`config.mk`:
```
export PLATFORM = sky130hd
export DESIGN_NAME = spi_main_mc_flat
export DESIGN_NICKNAME = d
export VERILOG_FILES = /design/src/rtl/spi_main_mc_if.sv /design/src/rtl/spi_main_mc.sv /design/src/flat_wrapper.sv
export SDC_FILE = /design/constraint.sdc
export NUM_CORES = 1
export LEC_CHECK = 0
export BUFFER_PORTS_ARGS = -buffer_cell sky130_fd_sc_hd__buf_2
export CAP_MARGIN = 20
export CORE_MARGIN = 2
export CORE_UTILIZATION = 49
export DETAILED_ROUTE_END_ITERATION = 10
export GPL_TIMING_DRIVEN = 0
export PLACE_DENSITY = 0.86
export SLEW_MARGIN = 10
export SYNTH_ARGS = -nofsm -noshare
export SYNTH_HDL_FRONTEND = slang
export SYNTH_SLANG_ARGS = --single-unit
```
`constraint.sdc`:
```
create_clock -name sys_clk -period 1.25 [get_ports sys_clk]
set_clock_uncertainty 0.05 [all_clocks]
set_input_delay 0.25 -clock sys_clk [delete_from_list [all_inputs] [get_ports sys_clk]]
set_output_delay 0.25 -clock sys_clk [all_outputs]
set_load 0.03 [all_outputs]
```
`src/rtl/spi_main_mc_if.sv`:
```
// spi_main_mc_if: request/data inputs and DAC pin outputs of the multi-lane SPI main
interface spi_main_mc_if #(
    parameter int WORD_WIDTH = 16,
    parameter int NUM_CH     = 2,
    parameter int PS_WIDTH   = 2
);
    localparam int PSW = PS_WIDTH > 0 ? PS_WIDTH : 1;
    logic                         load;
    logic [NUM_CH*WORD_WIDTH-1:0] parallel_in;
    logic [PSW-1:0]               power_state;
    logic                         sclk;
    logic [NUM_CH-1:0]            mosi;
    logic                         csb;
    logic                         busy;
    logic                         done;
    modport master (input load, parallel_in, power_state, output sclk, mosi, csb, busy, done);
    modport slave  (output load, parallel_in, power_state, input sclk, mosi, csb, busy, done);
endinterface

```
`src/rtl/spi_main_mc.sv`:
```
// spi_main_mc: transmit-only SPI main driving NUM_CH DAC lanes from one SCLK/CSB
module spi_main_mc #(
    parameter int WORD_WIDTH = 16,
    parameter int NUM_CH     = 2,
    parameter int PS_WIDTH   = 2,
    parameter int CLK_DIV    = 1,
    parameter int CS_GAP     = 2,
    parameter bit CPOL       = 1'b0,
    parameter bit LSB_FIRST  = 1'b0
) (
    input  logic          sys_clk,
    input  logic          rst_n,
    spi_main_mc_if.master bus
);
    localparam int FRAME_W = PS_WIDTH + WORD_WIDTH;
    localparam int BW = FRAME_W > 1 ? $clog2(FRAME_W) : 1;
    localparam int HW = CLK_DIV > 1 ? $clog2(CLK_DIV) : 1;
    localparam int GW = CS_GAP > 0 ? $clog2(CS_GAP + 1) : 1;

    typedef enum logic [1:0] {IDLE, SHIFT, GAP} state_t;

    state_t            r_state, w_next;
    logic [FRAME_W-1:0] r_sr [NUM_CH];
    logic [FRAME_W-1:0] w_frame [NUM_CH];
    logic [BW-1:0]     r_bit;
    logic [HW-1:0]     r_half;
    logic [GW-1:0]     r_gap;
    logic [NUM_CH-1:0] r_mosi;
    logic              r_sclk, r_csb, r_busy, r_done;
    logic              w_csb, w_busy, w_done;
    logic              w_wrap, w_lead, w_last, w_end, w_gap_end;

    // Shift register always emits its MSB, so LSB-first frames are reversed at capture
    function automatic logic [FRAME_W-1:0] orient(input logic [FRAME_W-1:0] f);
        orient = f;
        for (int j = 0; j < FRAME_W; j++) orient[j] = LSB_FIRST ? f[FRAME_W-1-j] : f[j];
    endfunction

    for (genvar k = 0; k < NUM_CH; k++) begin : g_lane
        if (PS_WIDTH > 0) begin : g_ps
            assign w_frame[k] = orient({bus.power_state[PS_WIDTH-1:0], bus.parallel_in[k*WORD_WIDTH +: WORD_WIDTH]});
        end else begin : g_nops
            assign w_frame[k] = orient(bus.parallel_in[k*WORD_WIDTH +: WORD_WIDTH]);
        end
    end

    assign w_wrap    = r_half == HW'(CLK_DIV - 1);
    assign w_lead    = r_sclk == CPOL;
    assign w_last    = r_bit == BW'(FRAME_W - 1);
    assign w_end     = w_wrap && !w_lead && w_last;
    assign w_gap_end = r_gap == GW'(CS_GAP - 1);

    always_ff @(posedge sys_clk or negedge rst_n) begin
        if (!rst_n) begin
            r_state <= IDLE;
            r_csb   <= 1'b1;
            r_busy  <= 1'b0;
            r_done  <= 1'b0;
        end else begin
            r_state <= w_next;
            r_csb   <= w_csb;
            r_busy  <= w_busy;
            r_done  <= w_done;
        end
    end

    always_comb begin
        w_next = (r_state == IDLE)  ? (bus.load ? SHIFT : IDLE) :
                 (r_state == SHIFT) ? (w_end ? (CS_GAP == 0 ? IDLE : GAP) : SHIFT) :
                                      (w_gap_end ? IDLE : GAP);
    end

    always_comb begin
        w_csb  = w_next != SHIFT;
        w_busy = w_next != IDLE;
        w_done = (r_state == SHIFT) && w_end;
    end

    // Next bit is launched on the trailing edge; the final trailing edge parks mosi low
    always_ff @(posedge sys_clk or negedge rst_n) begin
        if (!rst_n) begin
            r_half <= '0;
            r_bit  <= '0;
            r_gap  <= '0;
            r_sclk <= CPOL;
            r_mosi <= '0;
            for (int k = 0; k < NUM_CH; k++) r_sr[k] <= '0;
        end else if (r_state == IDLE) begin
            r_half <= '0;
            r_bit  <= '0;
            r_gap  <= '0;
            r_sclk <= CPOL;
            for (int k = 0; k < NUM_CH; k++) begin
                r_sr[k]   <= w_frame[k] << 1;
                r_mosi[k] <= bus.load & w_frame[k][FRAME_W-1];
            end
        end else if (r_state == SHIFT) begin
            r_half <= w_wrap ? '0 : r_half + 1'b1;
            if (w_wrap) r_sclk <= ~r_sclk;
            if (w_wrap && !w_lead) begin
                r_bit <= r_bit + 1'b1;
                for (int k = 0; k < NUM_CH; k++) begin
                    r_mosi[k] <= !w_last & r_sr[k][FRAME_W-1];
                    r_sr[k]   <= r_sr[k] << 1;
                end
            end
        end else begin
            r_gap <= r_gap + 1'b1;
        end
    end

    assign bus.sclk = r_sclk;
    assign bus.mosi = r_mosi;
    assign bus.csb  = r_csb;
    assign bus.busy = r_busy;
    assign bus.done = r_done;
endmodule

```
`src/flat_wrapper.sv`:
```
// flat-port wrapper written by rule: the top's interface ports become plain ports
module spi_main_mc_flat 
#(
    parameter int WORD_WIDTH = 16,
    parameter int NUM_CH     = 2,
    parameter int PS_WIDTH   = 2,
    parameter int CLK_DIV    = 1,
    parameter int CS_GAP     = 2,
    parameter bit CPOL       = 1'b0,
    parameter bit LSB_FIRST  = 1'b0
)
  (sys_clk, rst_n, bus_load, bus_parallel_in, bus_power_state, bus_sclk, bus_mosi, bus_csb, bus_busy, bus_done);
  spi_main_mc_if #(.WORD_WIDTH(WORD_WIDTH), .NUM_CH(NUM_CH), .PS_WIDTH(PS_WIDTH)) bus_i ();
  input  logic sys_clk;
  input  logic rst_n;
  input wire logic [$bits(bus_i.load)-1:0] bus_load;
  input wire logic [$bits(bus_i.parallel_in)-1:0] bus_parallel_in;
  input wire logic [$bits(bus_i.power_state)-1:0] bus_power_state;
  output wire logic [$bits(bus_i.sclk)-1:0] bus_sclk;
  output wire logic [$bits(bus_i.mosi)-1:0] bus_mosi;
  output wire logic [$bits(bus_i.csb)-1:0] bus_csb;
  output wire logic [$bits(bus_i.busy)-1:0] bus_busy;
  output wire logic [$bits(bus_i.done)-1:0] bus_done;
  assign bus_i.load = bus_load;
  assign bus_i.parallel_in = bus_parallel_in;
  assign bus_i.power_state = bus_power_state;
  assign bus_sclk = bus_i.sclk;
  assign bus_mosi = bus_i.mosi;
  assign bus_csb = bus_i.csb;
  assign bus_busy = bus_i.busy;
  assign bus_done = bus_i.done;
  spi_main_mc #(.WORD_WIDTH(WORD_WIDTH), .NUM_CH(NUM_CH), .PS_WIDTH(PS_WIDTH), .CLK_DIV(CLK_DIV), .CS_GAP(CS_GAP), .CPOL(CPOL), .LSB_FIRST(LSB_FIRST)) u_core (.sys_clk(sys_clk), .rst_n(rst_n), .bus(bus_i));
endmodule
```
==> key figures <==
Drt
  • DR pass1 iterations: 5
  • Iteration-0 DRC Markers: 168
  • Vias after detailed routing: 2116
  • Number of remaining DRC errors: 0
  • Detailed Route WL: about 6800 um
  • Vias per cell: approximately 6.1
  • Routed len/inst: between 15 and 20 um
  • ANT nets after route: 0

Logic synthesis
  • Most common cell in the synthesized netlist: dfrtp_1
  • Simple-Gate Fraction of Synth Area: ~7.5%
  • Post-Synth Adder-Cell Area: ~1.6%
  • Largest family of logic cells by synthesized area: compound AO/OA/AOI/OAI gates
  • Cell count after synthesis: ~210
  • Top cell type's share of synthesized area: between 50 and 60%
  • Synth Register Bits: 49
  • Synth area leaders: dfrtp_1 (52%), mux2i_1 (13%), o21ai_0 (7.6%)
  • Post-Syn Area: 2310 um2
  • Synth Net Count: about 250
  • Number of distinct library cells after synthesis: 34
  • Mux cell area share after synthesis: 12.5%
  • Synth async-reset ratio: 100%
  • Post-synth EDFFs: 0
  • Mapped Avg Cell Area: about 11 um2
  • Top cells by count, synth: dfrtp_1 (48), o21ai_0 (35), mux2i_1 (29), o21ai_1 (26), a21oi_1 (7)
  • Synth area leader: dfrtp_1
  • Yosys warning count: 0
  • Register area share after synthesis: between 50% and 60%
  • Post-Synth XOR/XNOR Area: 0%
  • Synth Flop Type: dfrtp_1
  • Fraction of the mapped netlist area in compound gates: 20.4%

Worst hold path
  • Hold path depth: 2
  • Worst hold path class: in -> reg

Floorplanning
  • Core area: ~4600 um2
  • Initial core utilization: roughly half
  • Top-level I/O count: 43
  • Die Span X: 72.7 um
  • Die Y: 72.7 um
  • Die area: between 5000 and 6000 um2
  • Site row count: 25

Timing
  • RSZ-0062 raised after global routing: yes
  • Sum Neg Setup Slack: -6.51 ns
  • Slew Viols, Final: 0
  • Least-Margin Pin Slew: slightly below 0.4 ns
  • Peak Freq: 667 MHz
  • Final setup viols: 46
  • Final hold viol count: 0
  • Hold WS: between 0.09 and 0.1 ns
  • Setup ws final: -0.250 ns
  • Minimum clock period: about 1.5 ns
  • Final period util: 120%
  • Max_slew headroom: roughly three quarters

Final layout
  • Fill cell count: roughly 290
  • Layout cells sized above 1: between 40% and 50%
  • NumNets Final: 331
  • Final Core Density: between 70% and 80%
  • Area grow syn2layout: 43.6%
  • N_diodes: 0

Outcome
  • Violated checks: negative setup slack
  • Status: complete, but fails checks

Pwr
  • Design Power: ~9.6 mW
  • Cell Int Power: ~5.7 mW
  • Sw power: about 3.9 mW
  • Combinational share of power: 58.6%
  • Worst IR Drop VDD: between 1 and 1.5 mV
  • Leak: 1.42 nW
  • Net Sw Frac: ~40%
  • Clock Power Share: between 10% and 20%
  • Register share of total power: between 20 and 30%
  • Pwr per Cell Area: approximately 2900 nW/um2

CTS
  • H-Tree Depth: 2
  • Worst skew pair latency: roughly 0.31 ns
  • Cts bufs inserted: 5
  • Buffer type at the clock tree root: clkbuf_8
  • Clock Path Buffers: 2
  • CTS tree: done
  • Worst-path clk slew: around 0.090 ns
  • # clock sinks: just under 50

Worst setup path
  • Reg2Reg Depth: 4
  • Worst Path Buf+Inv: 0
  • Crit Path Class: reg -> reg
  • Crit-path max cell delay: approximately 0.48 ns
  • Worst EP required: 1.43 ns
  • Crit end category: register
  • Slowest-stage cell, CP: dfrtp_2
  • Crit start category: register
  • Worst-path fanout max: 5
  • Top Family by Delay on Critical Path: simple AND/OR/NAND/NOR gates
  • Worst path arrival time: 1.68 ns
  • Levels on crit path: 4
  • Cells along the critical path: ha_4 > nand3_2 > or4_1 > a21oi_1

Placed design
  • GP Congestion: between 0.7 and 0.8
  • Post-DP HPWL: around 3500 um
  • Port bufs: 42

Global route
  • First-pass GRT wire length: 8800 um
  • Number of global-route vias before repair: slightly below 2000
  • Largest net degree at the start of global routing: 50
  • Overflow after GRT: 0
  • All-Layer GR Usage: between 20% and 30%
  • Initial antenna violation count: 0

Run
  • Number of max-cap violations: 0
## worst reg2reg max path, cell delays in order (launching register included)
cell     delay, ns
dfrtp_2       0.48
ha_4          0.19
nand3_2       0.08
or4_1         0.42
a21oi_1       0.19
## through the flow
| stage | cells | cell area [um2] | worst slack, ns |
|---|---|---|---|
| detailed placement | 309 | 2610 | -0.208 |
| global route | 346 | 3320 | -0.279 |
| floorplan | 213 | 2330 | -0.0457 |
| finish | 346 | 3320 | -0.250 |
| global placement | 309 | 2610 | -0.194 |
| CTS | 332 | 2970 | -0.153 |
## worst paths after layout
kind | slack (ns) | endpoint | start
max | -0.25 | u_core.r_bit[4] | u_core.r_bit[0]
max reg2reg | -0.25 | u_core.r_bit[4] | u_core.r_bit[0]
min reg2reg | 0.47 | u_core.r_sr[19] | u_core.r_sr[19]
min | 0.1 | u_core.r_sr[1] | bus_parallel_in[16]
min in group asynchronous | 0.32 | u_core.bus.done | rst_n
max in group asynchronous | 0.32 | u_core.r_bit[0] | rst_n
## cells by family after synthesis
family          Yosys count
compound gates           85
fa+ha+maj                 3
buf+inv                  20
flops                    49
mux                      29
simple gates             27
## power by group through the flow
stage / Combinational (mW) / Clock [mW] / Sequential, mW
final: 5.60 / 1.18 / 2.78
after global routing: 5.95 / 1.25 / 2.82
after CTS: 4.26 / 1.17 / 2.63
after detailed placement: 3.48 / 0 / 2.63
after global placement: 3.36 / 0 / 2.61
after floorplan: 2.56 / 0 / 2.69
## registers in the layout, summed over array words and instances (netlist names)
signal and flops:
u_core.bus.done 1, u_core.bus.sclk 1, u_core.r_bit 5, u_core.bus.busy 1, u_core.bus.mosi 2, u_core.r_sr 34
u_core.bus.csb 1, u_core.r_state 2, u_core.r_gap 2
## area by class of cell
cell class,instances,area [um2],area share (%)
timing repair buffer,72,527,15.9
tap,54,67.6,2.03
clock inverter,1,30.0,0.904
inverter,4,22.5,0.678
sequential,49,1230,37.1
buffer,15,160,4.82
multi-input combinational,144,1200,36.0
clock buffer,7,86.3,2.60
## cells in the final DEF, fill, tap and decap left out, types with 3 or more instances in the layout
master	n
a21oi_1	5
buf_12	3
buf_2	41
buf_4	20
buf_6	13
buf_8	3
clkbuf_1	3
clkbuf_8	6
dfrtp_1	44
dfrtp_2	4
mux2i_1	25
mux2i_2	4
nor2_4	4
nor3_4	3
o21ai_0	26
o21ai_1	33
o22ai_1	4
or3b_1	3
## routing by layer
metal | GRT usage [%] | routed length [um] | up-vias
met1 | 27.3 | 2780 | 1058
li1 | - | - | 938
met4 | 9.88 | 221 | 0
met5 | 0 | 0 | -
met3 | 5.39 | 412 | 25
met2 | 35.4 | 3380 | 95
## timing repair
action,CTS,global route
hold buffers,0,1
setup buffers,14,12
endpoints found under the setup margin,46,48
resized for setup,33,56
cloned,1,1
endpoints found under the hold margin,0,12
pin swaps,10,9
Note: power is estimated with default switching activity, not from simulation.
